## src/rtl/display_pkg.sv

```systemverilog
// Shared types and constants for the multiplexed 2-digit display scheduler.
package display_pkg;

  localparam int              BIN_W      = 7;
  localparam logic [BIN_W-1:0] MAX_VALUE = 7'd99;
  localparam logic [7:0]      BLANK_CODE = 8'hFF;

  typedef enum logic [1:0] {
    ARB     = 2'd0,
    CONVERT = 2'd1,
    HOLD    = 2'd2
  } state_e;

endpackage

```

## src/rtl/display_if.sv

```systemverilog
// Requester handshake plus display-side outputs of the scheduler.
interface display_if #(
  parameter int NUM_REQ = 4
);
  import display_pkg::*;

  logic [NUM_REQ-1:0]         req_valid_i;
  logic [NUM_REQ*BIN_W-1:0]   req_data_i;
  logic [NUM_REQ-1:0]         req_ready_o;
  logic [7:0]                 bcd_o;
  logic                       bcd_valid_o;
  logic                       update_o;
  logic [$clog2(NUM_REQ)-1:0] owner_o;
  logic                       busy_o;

  modport master (
    output req_valid_i, req_data_i,
    input  req_ready_o, bcd_o, bcd_valid_o, update_o, owner_o, busy_o
  );

  modport slave (
    input  req_valid_i, req_data_i,
    output req_ready_o, bcd_o, bcd_valid_o, update_o, owner_o, busy_o
  );

endinterface

```

## src/rtl/display_scheduler_bin2bcd_seq.sv

```systemverilog
// Sequential double-dabble: one bit per cycle, 7-cycle latency after start_i,
// values above 99 come out as the blank code.
module bin2bcd_seq
  import display_pkg::*;
(
  input  logic             clk_i,
  input  logic             rst_i,
  input  logic             start_i,
  input  logic [BIN_W-1:0] bin_i,
  output logic             done_o,
  output logic [7:0]       bcd_o
);

  logic [BIN_W-1:0] bin_q, bin_d;
  logic [7:0]       bcd_q, bcd_d;
  logic             ovf_q, ovf_d;
  logic [2:0]       cnt_q, cnt_d;
  logic             active_q, active_d;
  logic [3:0]       tens_adj, units_adj;

  // NOTE: every combinational output gets a default first so no path infers a latch.
  always_comb begin
    tens_adj  = (bcd_q[7:4] >= 4'd5) ? bcd_q[7:4] + 4'd3 : bcd_q[7:4];
    units_adj = (bcd_q[3:0] >= 4'd5) ? bcd_q[3:0] + 4'd3 : bcd_q[3:0];
    bin_d     = bin_q;
    bcd_d     = bcd_q;
    ovf_d     = ovf_q;
    cnt_d     = cnt_q;
    active_d  = active_q;
    if (start_i) begin
      bin_d    = bin_i;
      bcd_d    = '0;
      ovf_d    = (bin_i > MAX_VALUE);
      cnt_d    = 3'(BIN_W);
      active_d = 1'b1;
    end else if (active_q) begin
      if (cnt_q != '0) begin
        bcd_d = {tens_adj[2:0], units_adj, bin_q[BIN_W-1]};
        bin_d = {bin_q[BIN_W-2:0], 1'b0};
        cnt_d = cnt_q - 3'd1;
      end else begin
        active_d = 1'b0;
      end
    end
  end

  // NOTE: only control state is reset; the shift datapath is fully reloaded on every start.
  always_ff @(posedge clk_i) begin
    if (rst_i) begin
      cnt_q    <= '0;
      active_q <= 1'b0;
    end else begin
      cnt_q    <= cnt_d;
      active_q <= active_d;
    end
  end

  // NOTE: sequential state uses non-blocking assignments so all registers update together.
  always_ff @(posedge clk_i) begin
    bin_q <= bin_d;
    bcd_q <= bcd_d;
    ovf_q <= ovf_d;
  end

  assign done_o = active_q && (cnt_q == '0);
  assign bcd_o  = ovf_q ? BLANK_CODE : bcd_q;

endmodule

```

## src/rtl/display_scheduler.sv

```systemverilog
// Round-robin scheduler sharing one 2-digit BCD display between NUM_REQ requesters.
// Optional DISP_PREEMPT_EN: requester 0 may cut short another requester's hold.
module display_scheduler
  import display_pkg::*;
#(
  parameter int NUM_REQ     = 4,
  parameter int HOLD_CYCLES = 27000000
) (
  input  logic      clk_i,
  input  logic      rst_i,
  display_if.slave  bus
);

  localparam int IDX_W = $clog2(NUM_REQ);
  localparam int CNT_W = (HOLD_CYCLES > 1) ? $clog2(HOLD_CYCLES) : 1;

  state_e           state_q, state_d;
  logic [IDX_W-1:0] last_q, last_d, owner_q, owner_d;
  logic [IDX_W-1:0] winner, cand;
  logic [7:0]       bcd_q, bcd_d;
  logic             bcd_valid_q, bcd_valid_d;
  logic             update_q, update_d;
  logic [CNT_W-1:0] cnt_q, cnt_d;
  logic             any_valid, conv_start, conv_done;
  logic [7:0]       conv_bcd;
  logic [BIN_W-1:0] grant_data;
  logic [NUM_REQ-1:0] ready;
`ifdef DISP_PREEMPT_EN
  logic             preempt_q, preempt_d;
`endif

  // Descending scan so the index closest after last_q is the one that sticks.
  always_comb begin
    winner    = '0;
    cand      = '0;
    any_valid = 1'b0;
    for (int k = NUM_REQ; k >= 1; k--) begin
      cand = IDX_W'((int'(last_q) + k) % NUM_REQ);
      if (bus.req_valid_i[cand]) begin
        winner    = cand;
        any_valid = 1'b1;
      end
    end
`ifdef DISP_PREEMPT_EN
    if (preempt_q && bus.req_valid_i[0]) winner = '0;
`endif
  end

  assign conv_start = (state_q == ARB) && any_valid;
  assign grant_data = bus.req_data_i[int'(winner)*BIN_W +: BIN_W];

  always_comb begin
    ready = '0;
    if (conv_start) ready[winner] = 1'b1;
  end

  bin2bcd_seq u_conv (
    .clk_i  (clk_i),
    .rst_i  (rst_i),
    .start_i(conv_start),
    .bin_i  (grant_data),
    .done_o (conv_done),
    .bcd_o  (conv_bcd)
  );

  always_comb begin
    state_d     = state_q;
    last_d      = last_q;
    owner_d     = owner_q;
    bcd_d       = bcd_q;
    bcd_valid_d = bcd_valid_q;
    update_d    = 1'b0;
    cnt_d       = cnt_q;
`ifdef DISP_PREEMPT_EN
    preempt_d   = preempt_q;
`endif
    unique case (state_q)
      ARB: begin
        if (any_valid) begin
          owner_d = winner;
          last_d  = winner;
          state_d = CONVERT;
`ifdef DISP_PREEMPT_EN
          preempt_d = 1'b0;
`endif
        end
      end
      CONVERT: begin
        if (conv_done) begin
          bcd_d       = conv_bcd;
          update_d    = 1'b1;
          bcd_valid_d = 1'b1;
          cnt_d       = CNT_W'(HOLD_CYCLES - 1);
          state_d     = HOLD;
        end
      end
      HOLD: begin
        if (cnt_q == '0) state_d = ARB;
        else             cnt_d   = cnt_q - 1'b1;
`ifdef DISP_PREEMPT_EN
        if (bus.req_valid_i[0] && (owner_q != '0)) begin
          state_d   = ARB;
          preempt_d = 1'b1;
        end
`endif
      end
      default: state_d = ARB;
    endcase
  end

  always_ff @(posedge clk_i) begin
    if (rst_i) begin
      state_q     <= ARB;
      last_q      <= IDX_W'(NUM_REQ - 1);
      owner_q     <= '0;
      bcd_q       <= '0;
      bcd_valid_q <= 1'b0;
      update_q    <= 1'b0;
      cnt_q       <= '0;
`ifdef DISP_PREEMPT_EN
      preempt_q   <= 1'b0;
`endif
    end else begin
      state_q     <= state_d;
      last_q      <= last_d;
      owner_q     <= owner_d;
      bcd_q       <= bcd_d;
      bcd_valid_q <= bcd_valid_d;
      update_q    <= update_d;
      cnt_q       <= cnt_d;
`ifdef DISP_PREEMPT_EN
      preempt_q   <= preempt_d;
`endif
    end
  end

  assign bus.req_ready_o = ready;
  assign bus.bcd_o       = bcd_q;
  assign bus.bcd_valid_o = bcd_valid_q;
  assign bus.update_o    = update_q;
  assign bus.owner_o     = owner_q;
  assign bus.busy_o      = (state_q != ARB);

endmodule

```

## src/flat_wrapper.sv

```systemverilog
// flat-port wrapper written by rule: the top's interface ports become plain ports
module display_scheduler_flat import display_pkg::*;
#(
  parameter int NUM_REQ     = 4,
  parameter int HOLD_CYCLES = 27000000
)
  (clk_i, rst_i, bus_req_valid_i, bus_req_data_i, bus_req_ready_o, bus_bcd_o, bus_bcd_valid_o, bus_update_o, bus_owner_o, bus_busy_o);
  display_if #(.NUM_REQ(NUM_REQ)) bus_i ();
  input  logic clk_i;
  input  logic rst_i;
  input wire logic [$bits(bus_i.req_valid_i)-1:0] bus_req_valid_i;
  input wire logic [$bits(bus_i.req_data_i)-1:0] bus_req_data_i;
  output wire logic [$bits(bus_i.req_ready_o)-1:0] bus_req_ready_o;
  output wire logic [$bits(bus_i.bcd_o)-1:0] bus_bcd_o;
  output wire logic [$bits(bus_i.bcd_valid_o)-1:0] bus_bcd_valid_o;
  output wire logic [$bits(bus_i.update_o)-1:0] bus_update_o;
  output wire logic [$bits(bus_i.owner_o)-1:0] bus_owner_o;
  output wire logic [$bits(bus_i.busy_o)-1:0] bus_busy_o;
  assign bus_i.req_valid_i = bus_req_valid_i;
  assign bus_i.req_data_i = bus_req_data_i;
  assign bus_req_ready_o = bus_i.req_ready_o;
  assign bus_bcd_o = bus_i.bcd_o;
  assign bus_bcd_valid_o = bus_i.bcd_valid_o;
  assign bus_update_o = bus_i.update_o;
  assign bus_owner_o = bus_i.owner_o;
  assign bus_busy_o = bus_i.busy_o;
  display_scheduler #(.NUM_REQ(NUM_REQ), .HOLD_CYCLES(HOLD_CYCLES)) u_core (.clk_i(clk_i), .rst_i(rst_i), .bus(bus_i));
endmodule
```

## config.mk

```make
export PLATFORM = sky130hd
export DESIGN_NAME = display_scheduler_flat
export DESIGN_NICKNAME = d
export VERILOG_FILES = /design/src/rtl/display_pkg.sv /design/src/rtl/display_if.sv /design/src/rtl/display_scheduler_bin2bcd_seq.sv /design/src/rtl/display_scheduler.sv /design/src/flat_wrapper.sv
export SDC_FILE = /design/constraint.sdc
export NUM_CORES = 1
export LEC_CHECK = 0
export CAP_MARGIN = 20
export CORE_AREA = 2 2 87 89
export DETAILED_ROUTE_END_ITERATION = 7
export DIE_AREA = 0 0 89 91
export PLACE_DENSITY_LB_ADDON = 0.2
export SLEW_MARGIN = 20
export SYNTH_ARGS = -nofsm -noshare
export SYNTH_HDL_FRONTEND = slang
export SYNTH_HIERARCHICAL = 1
export SYNTH_SLANG_ARGS = --single-unit
export TNS_END_PERCENT = 5
```

## constraint.sdc

```tcl
create_clock -name clk_i -period 2.83 [get_ports clk_i]
set_input_delay 0.4245 -clock clk_i [delete_from_list [all_inputs] [get_ports clk_i]]
set_output_delay 0.4245 -clock clk_i [all_outputs]
set_load 0.01 [all_outputs]
```

==> results of run 1 <==
==> cell families (layout without fill, tap and decap cells) <==
group | count (synthesis) | after routing
AO/OA/AOI/OAI | 89 | 89
XOR/XNOR | 4 | 4
adder cells (fa/ha/maj) | 8 | 8
buffers and inverters | 30 | 88
flip-flops | 61 | 61
multiplexers | 28 | 28
AND/OR/NAND/NOR | 131 | 131
==> cell type report <==
cell class,instances,area (um2),share of cell area (%)
multi-input cells,260,1737,43.28
flip-flops and latches,61,1301,32.43
repair buffers,60,575.6,14.34
clock buffers,14,195.2,4.864
well taps,99,123.9,3.087
inverters,12,45.04,1.123
clock inverters,2,35.03,0.8731
==> power by group through the flow <==
stage                     Clock (W)  Combinational, W  Sequential [W]
final                      0.000870          0.000550         0.00101
after global placement            0          0.000536         0.00102
after global routing       0.000921          0.000609         0.00102
after floorplan                   0          0.000364         0.00102
after detailed placement          0          0.000547         0.00103
after CTS                  0.000888          0.000550         0.00101
==> through the flow <==
step	cell area (um2)	utilization, %	hold slack (ns)	power [W]
finish	4013	56.22	0.4554	0.002428
global route	4013	56.22	0.4831	0.002549
CTS	4013	56.22	0.4597	0.002446
detailed placement	3782	53.00	0.4501	0.001574
global placement	3782	53.00	0.4479	0.001560
floorplan	3158	-	0.4552	0.001379
==> worst max-delay path, delay by kind of cell <==
family,cells,cell delay [ns]
AOI/OAI and AO/OA,2,0.46
and+or+nand+nor,2,0.39
buffers and inverters,2,0.97
==> metal layers <==
layer / wire (um) / vias up / track usage [%]
met1: 3279 / 1313 / 23.43
met5: 0 / - / 0
li1: - / 1412 / -
met2: 3601 / 53 / 30.72
met4: 69 / 0 / 4.851
met3: 223 / 4 / 4.909
==> sequential cells by signal, indices dropped and copies added, names as in the netlist <==
name / flops
u_core/bus.bcd_o: 8
u_core/bus.bcd_valid_o: 1
u_core/bus.owner_o: 2
u_core/bus.update_o: 1
u_core/cnt_q: 25
u_core/last_q: 2
u_core/state_q: 2
u_core/u_conv/active_q: 1
u_core/u_conv/bcd_q: 8
u_core/u_conv/bin_q: 7
u_core/u_conv/cnt_q: 3
u_core/u_conv/ovf_q: 1
==> worst min-delay path by stage <==
stage                                      from  slack [ns]               endpoint
after floorplan                u_core/cnt_q[18]        0.46       u_core/cnt_q[18]
after global placement    u_core/bus.owner_o[1]        0.45  u_core/bus.owner_o[1]
after detailed placement    u_core/bus.bcd_o[3]        0.45    u_core/bus.bcd_o[3]
after CTS                   u_core/bus.bcd_o[3]        0.46    u_core/bus.bcd_o[3]
after global routing        u_core/bus.bcd_o[3]        0.48    u_core/bus.bcd_o[3]
final                       u_core/bus.bcd_o[3]        0.46    u_core/bus.bcd_o[3]
==> cell usage after synthesis, types with 9 or more instances <==
master	number	area share, %
nand2_1	24	2.9
a31oi_1	15	3.0
or2_2	11	2.2
nor2_1	17	2.0
inv_1	12	1.4
o21ai_0	15	2.4
clkbuf_1	13	1.5
or3_1	13	2.6
dfxtp_1	53	34
mux2i_1	22	7.0
a21oi_1	32	5.1
or4_1	12	2.9
o31ai_1	9	2.1
nand2b_1	10	2.0
==> metrics.md, run 1 <==
| Metric | Value |
|---|---|
| Outcome | `finished, final reports clean` |
| Worst VDD drop | `0.3884 mV` |
| Psw | `0.0006672 W` |
| Clock power share | `35.8%` |
| Drt drc | `0` |
| Total grt overflow | `0` |
| Max frequency | `375.4 MHz` |
| Rows | `31` |
| Final setup violation count | `0` |
| Leak Pwr | `1.486 nW` |
| Adder-cell share of the synthesized area | `3.170%` |
| Area Growth Syn to Fin | `27.06%` |
| Post-synth EDFFs | `8` |
| Largest net degree at the start of global routing | `21` |
| Fin worst setup slack | `0.1662 ns` |
| CP required | `2.41 ns` |
| RSZ-0062 raised after global routing | `false` |
| Period minus WS final | `2.664 ns` |
| Synthesized flop and latch total | `61` |
| CTS resizes | `0` |
| Placed cells | `492` |
| Area of the mapped netlist | `3158 um2` |
| DR vias | `2782` |
| Launch point of the worst path | `bus_req_valid_i[2]` |
| Final net count | `446` |
| Die area | `8099 um2` |
| Simple-gate share of the synthesized area | `23.97%` |
| Synth Area in XOR/XNOR | `1.109%` |
| N_diodes | `0` |
| Num CTS Buffers | `9` |
| Clk Latency, worst-skew pair | `0.34 ns` |
| IO Pins | `51` |
| Class of the most critical hold timing path | `register to register` |
| Fin crit share | `94.13%` |
| DIE WIDTH | `89 um` |
| YS warnings | `6` |
| DR WL/cell | `14.12 um` |
| Commonest non-fill, non-tap cell in the layout | `dfxtp_1` |
| Reg power frac | `41.5%` |
| Worst flop-to-flop path startpoint | `u_core/cnt_q[11]` |
| FF-to-FF setup slack | `0.40 ns` |
| Routed wire length | `7173 um` |
| Max Slew Vio Count | `0` |
| # port buffers | `50` |
| Worst setup path end | `bus_req_ready_o[3]` |
| Share of cells above drive strength 1 | `11.49%` |
| Global-route wire length before repair | `11900 um` |
| Crit-path cells | `clkdlybuf4s50_1, nand2b_1, a21boi_0, o21ai_1, and3_1, clkdlybuf4s50_1` |
| Max-cap violations | `0` |
| Core Region | `7137 um2` |
| Crit-path max FO | `6` |
| Pwr/cell area | `605.2 nW/um2` |
| Comb pwr share | `22.6%` |
| Initial antenna violation count | `0` |
| Most frequent cells in the layout | `dfxtp_1 (53), clkdlybuf4s50_1 (50), a21oi_1 (31)` |
| CTS Buffer Depth | `2` |
| FF-to-FF End | `u_core/cnt_q[18]` |
| Int Power | `0.001761 W` |
| WS Path Type | `input pin to output port` |
| Antenna viol nets, final | `0` |
| Sw frac | `27.48%` |
| Post-CTS Setup Bufs | `0` |
| Post-route non-filler standard cell count | `508` |
| Vias in the first global route | `2617` |
| H-tree lvl count | `3` |
| R2R depth | `5` |
| Slew headroom | `43.01%` |
| Initial Util | `44.25%` |
| Total track usage | `18.46%` |
| Worst path arrival time | `2.24 ns` |
| Mean Syn Cell Area | `8.997 um2` |
| CTS tree | `yes` |
| Hold Buf Count CTS | `0` |
| Post-synth top flop | `dfxtp_1` |
| Ys async rst share | `0%` |
| Cell count after synthesis | `351` |
| Filler instances | `681` |
| First DRT Iteration DRCs | `114` |
| CP max-delay cell | `clkdlybuf4s50_1` |
| Crit end category | `output port` |
| CP most frequent cell | `clkdlybuf4s50_1` |
| Final Skew | `0.009338 ns` |
| Clk sinks | `61` |
| Post-DP HPWL | `5103 um` |
| Startpoint types | `input pin` |
| CP peak stage delay | `0.53 ns` |
| Total Negative Setup Slacks | `0 ns` |
| Compound-cell area share of the yosys netlist | `17.51%` |
| Clk root buf | `clkbuf_8` |
| Hold depth | `2` |
| Die height | `91 um` |
| Clock transition at the registers of the reported paths | `0.07 ns` |
| Multiplexer share of the synthesized area | `9.113%` |
| Hold Vio Cnt, Final | `0` |
| Worst slew pin tran | `0.8509 ns` |
| Syn Nets | `393` |
| Pre-CTS WS | `0.1707 ns` |
| Seq/Total Area, Yosys | `41.20%` |
| Netlist cell types | `54` |
| Vias/cell | `5.476` |
| DR pass1 iterations | `4` |
| Final Wtd Congestion | `0.7767` |
| Main combinational cell family by area after synthesis | `simple AND/OR/NAND/NOR gates` |
Power figures use the tool's default switching activity.
==> run 2, diff against run 1 <==
- PLACE_DENSITY: not set -> 0.68
- PLACE_DENSITY_LB_ADDON: 0.2 -> not set
- REMOVE_ABC_BUFFERS: not set -> 1
==> run 2 against run 1 <==
Global-route usage fell by 1.1 points. Setup slack improved by 0.028 ns. Via count shrank 0.75%. Sequential cell count stayed put. Cell area down 1.5%. Non-clock buffer count down 1. Combinational power shrank 2%. Register-to-register slack hardly changed. Cell count fell by 0.20%. Sequential share of layout area is 0.50 points higher. Wire length fell by 4.7%. Hold slack about the same. Critical path type unchanged. Largest power group unchanged.
==> metrics.md, run 2 (same netlist as run 1, synthesis figures left out) <==
| Metric | Value |
|---|---|
| Period minus WS final | `2.635 ns (-0.02838 ns)` |
| First DRT Iteration DRCs | `89 (-22%)` |
| Max Slew Vio Count | `0 (unchanged)` |
| Vias/cell | `5.446 (-0.56%)` |
| # port buffers | `50 (unchanged)` |
| Crit end category | `output port` |
| Sw frac | `28.78% (+1.3 points)` |
| Comb pwr share | `24.2% (+1.6 points)` |
| Class of the most critical hold timing path | `register to register` |
| Pwr/cell area | `562.9 nW/um2 (-7.0%)` |
| Vias in the first global route | `2488 (-4.9%)` |
| DR vias | `2761 (-0.75%)` |
| Placed inst area | `3775 um2 (-0.20%)` |
| Filler instances | `667 (-2.1%)` |
| WS Path Type | `input pin to output port` |
| Psw | `0.0006401 W (-4.1%)` |
| Final setup violation count | `0 (unchanged)` |
| Commonest non-fill, non-tap cell in the layout | `dfxtp_1` |
| Antenna viol nets, final | `0 (unchanged)` |
| Clk Latency, worst-skew pair | `0.34 ns (about the same)` |
| Max frequency | `379.4 MHz (+1.1%)` |
| CTS tree | `yes` |
| Outcome | `finished, final reports clean` |
| Reg power frac | `45.3% (+3.8 points)` |
| Initial Util | `44.25% (unchanged)` |
| Total Negative Setup Slacks | `0 ns (unchanged)` |
| Global-route wire length before repair | `11250 um (-5.5%)` |
| Initial antenna violation count | `0 (unchanged)` |
| Register area | `1301 um2 (unchanged)` |
| Num CTS Buffers | `9 (unchanged)` |
| Startpoint types | `input pin` |
| Clock power share | `30.4% (-5.4 points)` |
| Slew headroom | `45.43% (+2.4 points)` |
| Largest net degree at the start of global routing | `26 (+24%)` |
| Total grt overflow | `0 (unchanged)` |
| Area Growth Syn to Fin | `25.12%` |
| Max reg flops | `25 (unchanged)` |
| Total power | `0.002224 W (-8.4%)` |
| RSZ-0062 raised after global routing | `false` |
| DIE WIDTH | `89 um (unchanged)` |
| CP required | `2.41 ns (about the same)` |
| H-tree lvl count | `3 (unchanged)` |
| Routed wire length | `6834 um (-4.7%)` |
| Rows | `31 (unchanged)` |
| Largest Register | `u_core/cnt_q` |
| Design area | `3951 um2 (-1.5%)` |
| N_diodes | `0 (unchanged)` |
| Worst VDD drop | `0.4205 mV (+8.3%)` |
| Hold Vio Cnt, Final | `0 (unchanged)` |
| Total track usage | `17.35% (-1.1 points)` |
| Final Wtd Congestion | `0.8326 (+7.2%)` |
| CTS Buffer Depth | `2 (unchanged)` |
| Worst path arrival time | `2.21 ns (-0.03 ns)` |
| Worst slew pin tran | `0.8148 ns (-0.03608 ns)` |
| Post-DP HPWL | `4844 um (-5.1%)` |
| Share of cells above drive strength 1 | `11.27% (-0.22 points)` |
| Core Region | `7137 um2 (unchanged)` |
| Crit-path max FO | `6 (unchanged)` |
| Int Power | `0.001584 W (-10%)` |
| Final Skew | `0.01211 ns (+0.002770 ns)` |
| Fin crit share | `93.12% (-1.0 points)` |
| Clk root buf | `clkbuf_8` |
| Post-CTS Setup Bufs | `0 (unchanged)` |
| Drt drc | `0 (unchanged)` |
| Die area | `8099 um2 (unchanged)` |
| Leak Pwr | `1.456 nW (-2.0%)` |
| Clock transition at the registers of the reported paths | `0.07 ns (about the same)` |
| Hold Buf Count CTS | `0 (unchanged)` |
| Clk sinks | `61 (unchanged)` |
| Most frequent cells in the layout | `dfxtp_1 (53), clkdlybuf4s50_1 (50), a21oi_1 (31)` |
| Area of the multi-input gates | `1740 um2 (+0.22%)` |
| IO Pins | `51 (unchanged)` |
| Max-cap violations | `0 (unchanged)` |
| Die height | `91 um (unchanged)` |
| CTS resizes | `0 (unchanged)` |
| DR WL/cell | `13.48 um (-4.5%)` |
| Final hold slack | `0.4550 ns (-0.0003970 ns)` |
| Final net count | `445 (-0.22%)` |
| DR pass1 iterations | `4 (unchanged)` |
[run 2: final timing paths]
check	from	endpoint	slack (ns)	cells past startpoint
setup reg to reg	u_core/cnt_q[11]	u_core/cnt_q[18]	0.40	5
hold / removal	u_core/bus.bcd_o[4]	u_core/bus.bcd_o[4]	0.46	2
setup / recovery	bus_req_valid_i[3]	bus_req_ready_o[3]	0.19	6
hold reg to reg	u_core/bus.bcd_o[4]	u_core/bus.bcd_o[4]	0.46	2
[run 2: critical path: stages]
cell and delay (ns):
clkdlybuf4s50_1 0.52, nand2b_1 0.09, a21boi_0 0.15, o21ai_2 0.24, and3_1 0.23, clkdlybuf4s50_1 0.55
[run 2: metal layers]
metal  track usage, %  up-vias  part of all wire (%)  wire, um
met2            26.62       53                    46      3155
met3            6.273        7                   4.3       296
li1                 -     1409                     -         -
met4            3.980        0                  0.70        48
met1            23.32     1292                    49      3334
met5                0        -                     0         0
[run 2: power groups by stage]
| stage | sequential [W] | clock [W] | combinational [W] |
|---|---|---|---|
| 2_1_floorplan | 0.00102 | 0 | 0.000347 |
| 3_3_place_gp | 0.00103 | 0 | 0.000529 |
| 3_5_place_dp | 0.00103 | 0 | 0.000536 |
| 4_1_cts | 0.00101 | 0.000702 | 0.000539 |
| 5_1_grt | 0.00102 | 0.000735 | 0.000596 |
| 6_report | 0.00101 | 0.000677 | 0.000539 |
[run 2: area by class of cell]
type,instances,area share (%)
Clock buffer,14,4.117
Inverter,12,1.140
Multi-Input combinational cell,260,44.05
Timing Repair Buffer,59,14.38
Tap cell,99,3.135
Clock inverter,2,0.2533
Sequential cell,61,32.93
[run 2: through the flow]
stage,instances,util (%),setup slack [ns]
after detailed placement,491,52.89,0.1234
after floorplan,333,-,0.1261
final,507,55.36,0.1946
after global routing,507,55.36,0.09510
after CTS,507,55.31,0.09292
after global placement,491,52.89,0.1395
==> run 3, diff against run 2 <==
- CORE_AREA: 2 2 87 89 -> 2 2 103 105
- CTS_CLUSTER_SIZE: not set -> 40
- DIE_AREA: 0 0 89 91 -> 0 0 105 107
- GPL_TIMING_DRIVEN: not set -> 1
- PLACE_DENSITY: 0.68 -> 0.51
==> run 3 against run 2 <==
First-iteration DRC count fell by 26%. Register-to-register slack is essentially flat. Via count up 0.47%. Setup slack got worse by 0.062 ns. Global-route usage is 3.5 points lower. Critical endpoint unchanged. Highest routed layer unchanged.
==> metrics.md, run 3 (same netlist as run 1, synthesis figures left out) <==
| Metric | Value |
|---|---|
| Largest Register | `u_core/cnt_q` |
| Most frequent cells in the layout | `dfxtp_1 (53), clkdlybuf4s50_1 (50), a21oi_1 (31)` |
| Initial Util | `31.29% (-13 points)` |
| Placed inst area | `3844 um2 (+1.8%)` |
| Class of the most critical hold timing path | `register to register` |
| Psw | `0.0006678 W (+4.3%)` |
| Worst path arrival time | `2.27 ns (+0.06 ns)` |
| Period minus WS final | `2.697 ns (+0.06202 ns)` |
| Largest net degree at the start of global routing | `24 (-7.7%)` |
| DR WL/cell | `13.44 um (-0.31%)` |
| Share of cells above drive strength 1 | `11.92% (+0.65 points)` |
| Max-cap violations | `0 (unchanged)` |
| Hold depth | `2 (unchanged)` |
| Num CTS Buffers | `9 (unchanged)` |
| Vias in the first global route | `2644 (+6.3%)` |
| Leak Pwr | `1.485 nW (+2.0%)` |
| Post-CTS Setup Bufs | `0 (unchanged)` |
| Initial antenna violation count | `0 (unchanged)` |
| Final setup violation count | `0 (unchanged)` |
| Vias/cell | `5.071 (-6.9%)` |
| Startpoint types | `input pin` |
| Sw frac | `27.99% (-0.79 points)` |
| WS Path Type | `input pin to output port` |
| Filler instances | `1075 (+61%)` |
| First DRT Iteration DRCs | `66 (-26%)` |
| CTS resizes | `0 (unchanged)` |
| Clk root buf | `clkbuf_8` |
| Global-route wire length before repair | `12530 um (+11%)` |
| Fin crit share | `95.32% (+2.2 points)` |
| Max Slew Vio Count | `0 (unchanged)` |
| Max frequency | `370.7 MHz (-2.3%)` |
| Commonest non-fill, non-tap cell in the layout | `dfxtp_1` |
| Antenna viol nets, final | `0 (unchanged)` |
| Pwr/cell area | `589.0 nW/um2 (+4.6%)` |
| Clk Latency, worst-skew pair | `0.33 ns (about the same)` |
| Total track usage | `13.81% (-3.5 points)` |
| Final Wtd Congestion | `0.7599 (-8.7%)` |
| Worst slew pin tran | `0.8796 ns (+0.06487 ns)` |
| CP required | `2.41 ns (about the same)` |
| Area Growth Syn to Fin | `28.25%` |
| Design area | `4050 um2 (+2.5%)` |
| RSZ-0062 raised after global routing | `false` |
| Final Skew | `0.007028 ns (-0.005080 ns)` |
| DIE WIDTH | `105 um (+18%)` |
| Comb pwr share | `23.1% (-1.1 points)` |
| Int Power | `0.001718 W (+8.5%)` |
| IO Pins | `51 (unchanged)` |
| Final net count | `448 (+0.67%)` |
| Rows | `37 (+19%)` |
| Reg power frac | `42.3% (-3.0 points)` |
| Die area | `11240 um2 (+39%)` |
| DR pass1 iterations | `4 (unchanged)` |
| Drt drc | `0 (unchanged)` |
| H-tree lvl count | `3 (unchanged)` |
| CTS tree | `yes` |
| Utilization after layout | `40.13% (-15 points)` |
| R2R depth | `5 (unchanged)` |
| Hold Buf Count CTS | `0 (unchanged)` |
| Outcome | `finished, final reports clean` |
| Post-DP HPWL | `5199 um (+7.3%)` |
| Slew headroom | `41.08% (-4.3 points)` |
| DR vias | `2774 (+0.47%)` |
| Total Negative Setup Slacks | `0 ns (unchanged)` |
| Crit end category | `output port` |
| Hold Vio Cnt, Final | `0 (unchanged)` |
| Worst VDD drop | `0.2234 mV (-47%)` |
| Die height | `107 um (+18%)` |
| Total grt overflow | `0 (unchanged)` |
| Final hold slack | `0.4550 ns (-0.00005800 ns)` |
| # port buffers | `50 (unchanged)` |
| Routed wire length | `7350 um (+7.6%)` |
| CTS Buffer Depth | `2 (unchanged)` |
| Crit-path max FO | `6 (unchanged)` |
| Clk sinks | `61 (unchanged)` |
| Clock transition at the registers of the reported paths | `0.06 ns (about the same)` |
| N_diodes | `0 (unchanged)` |
| Clock power share | `34.6% (+4.2 points)` |
| Core Region | `10090 um2 (+41%)` |
| Max reg flops | `25 (unchanged)` |
run 3: worst max-delay path: stages:
cell,delay [ns]
clkdlybuf4s50_1,0.53
nand2b_1,0.09
a21boi_0,0.12
o21ai_1,0.35
and3_1,0.22
clkdlybuf4s50_1,0.53
run 3: worst paths after layout:
path                        from             endpoint  slack [ns]
max           bus_req_valid_i[3]   bus_req_ready_o[3]        0.13
min          u_core/bus.bcd_o[7]  u_core/bus.bcd_o[7]        0.45
max reg2reg     u_core/cnt_q[11]     u_core/cnt_q[18]        0.41
min reg2reg  u_core/bus.bcd_o[7]  u_core/bus.bcd_o[7]        0.45
run 3: layout make-up:
class | instances | area, um2 | area share (%)
multi-input cells | 260 | 1737 | 42.88
flip-flops and latches | 61 | 1301 | 32.13
repair buffers | 62 | 590.6 | 14.58
well taps | 136 | 170.2 | 4.201
clock buffers | 11 | 131.4 | 3.244
clock inverters | 5 | 75.07 | 1.854
inverters | 12 | 45.04 | 1.112
run 3: metal layers:
layer,global-route usage [%],vias up,share of wire (%)
li1,-,1420,-
met1,16.69,1292,46
met2,23.42,56,48
met3,4.195,6,4.7
met4,4.571,0,0.95
met5,0,-,0
run 3: through the flow:
stage	worst slack [ns]	power, W	std cells
after floorplan	0.1261	0.001362	333
after global routing	0.01356	0.002528	547
final	0.1326	0.002386	547
after global placement	0.2126	0.001574	531
after detailed placement	0.1439	0.001581	531
after CTS	0.1356	0.002422	547
run 3: power groups by stage:
stage                     Clock [W]  Combinational (W)  Sequential (W)
after global routing       0.000886           0.000621         0.00102
after CTS                  0.000857           0.000556         0.00101
after global placement            0           0.000546         0.00103
after detailed placement          0           0.000555         0.00103
final                      0.000825           0.000551         0.00101
after floorplan                   0           0.000347         0.00102
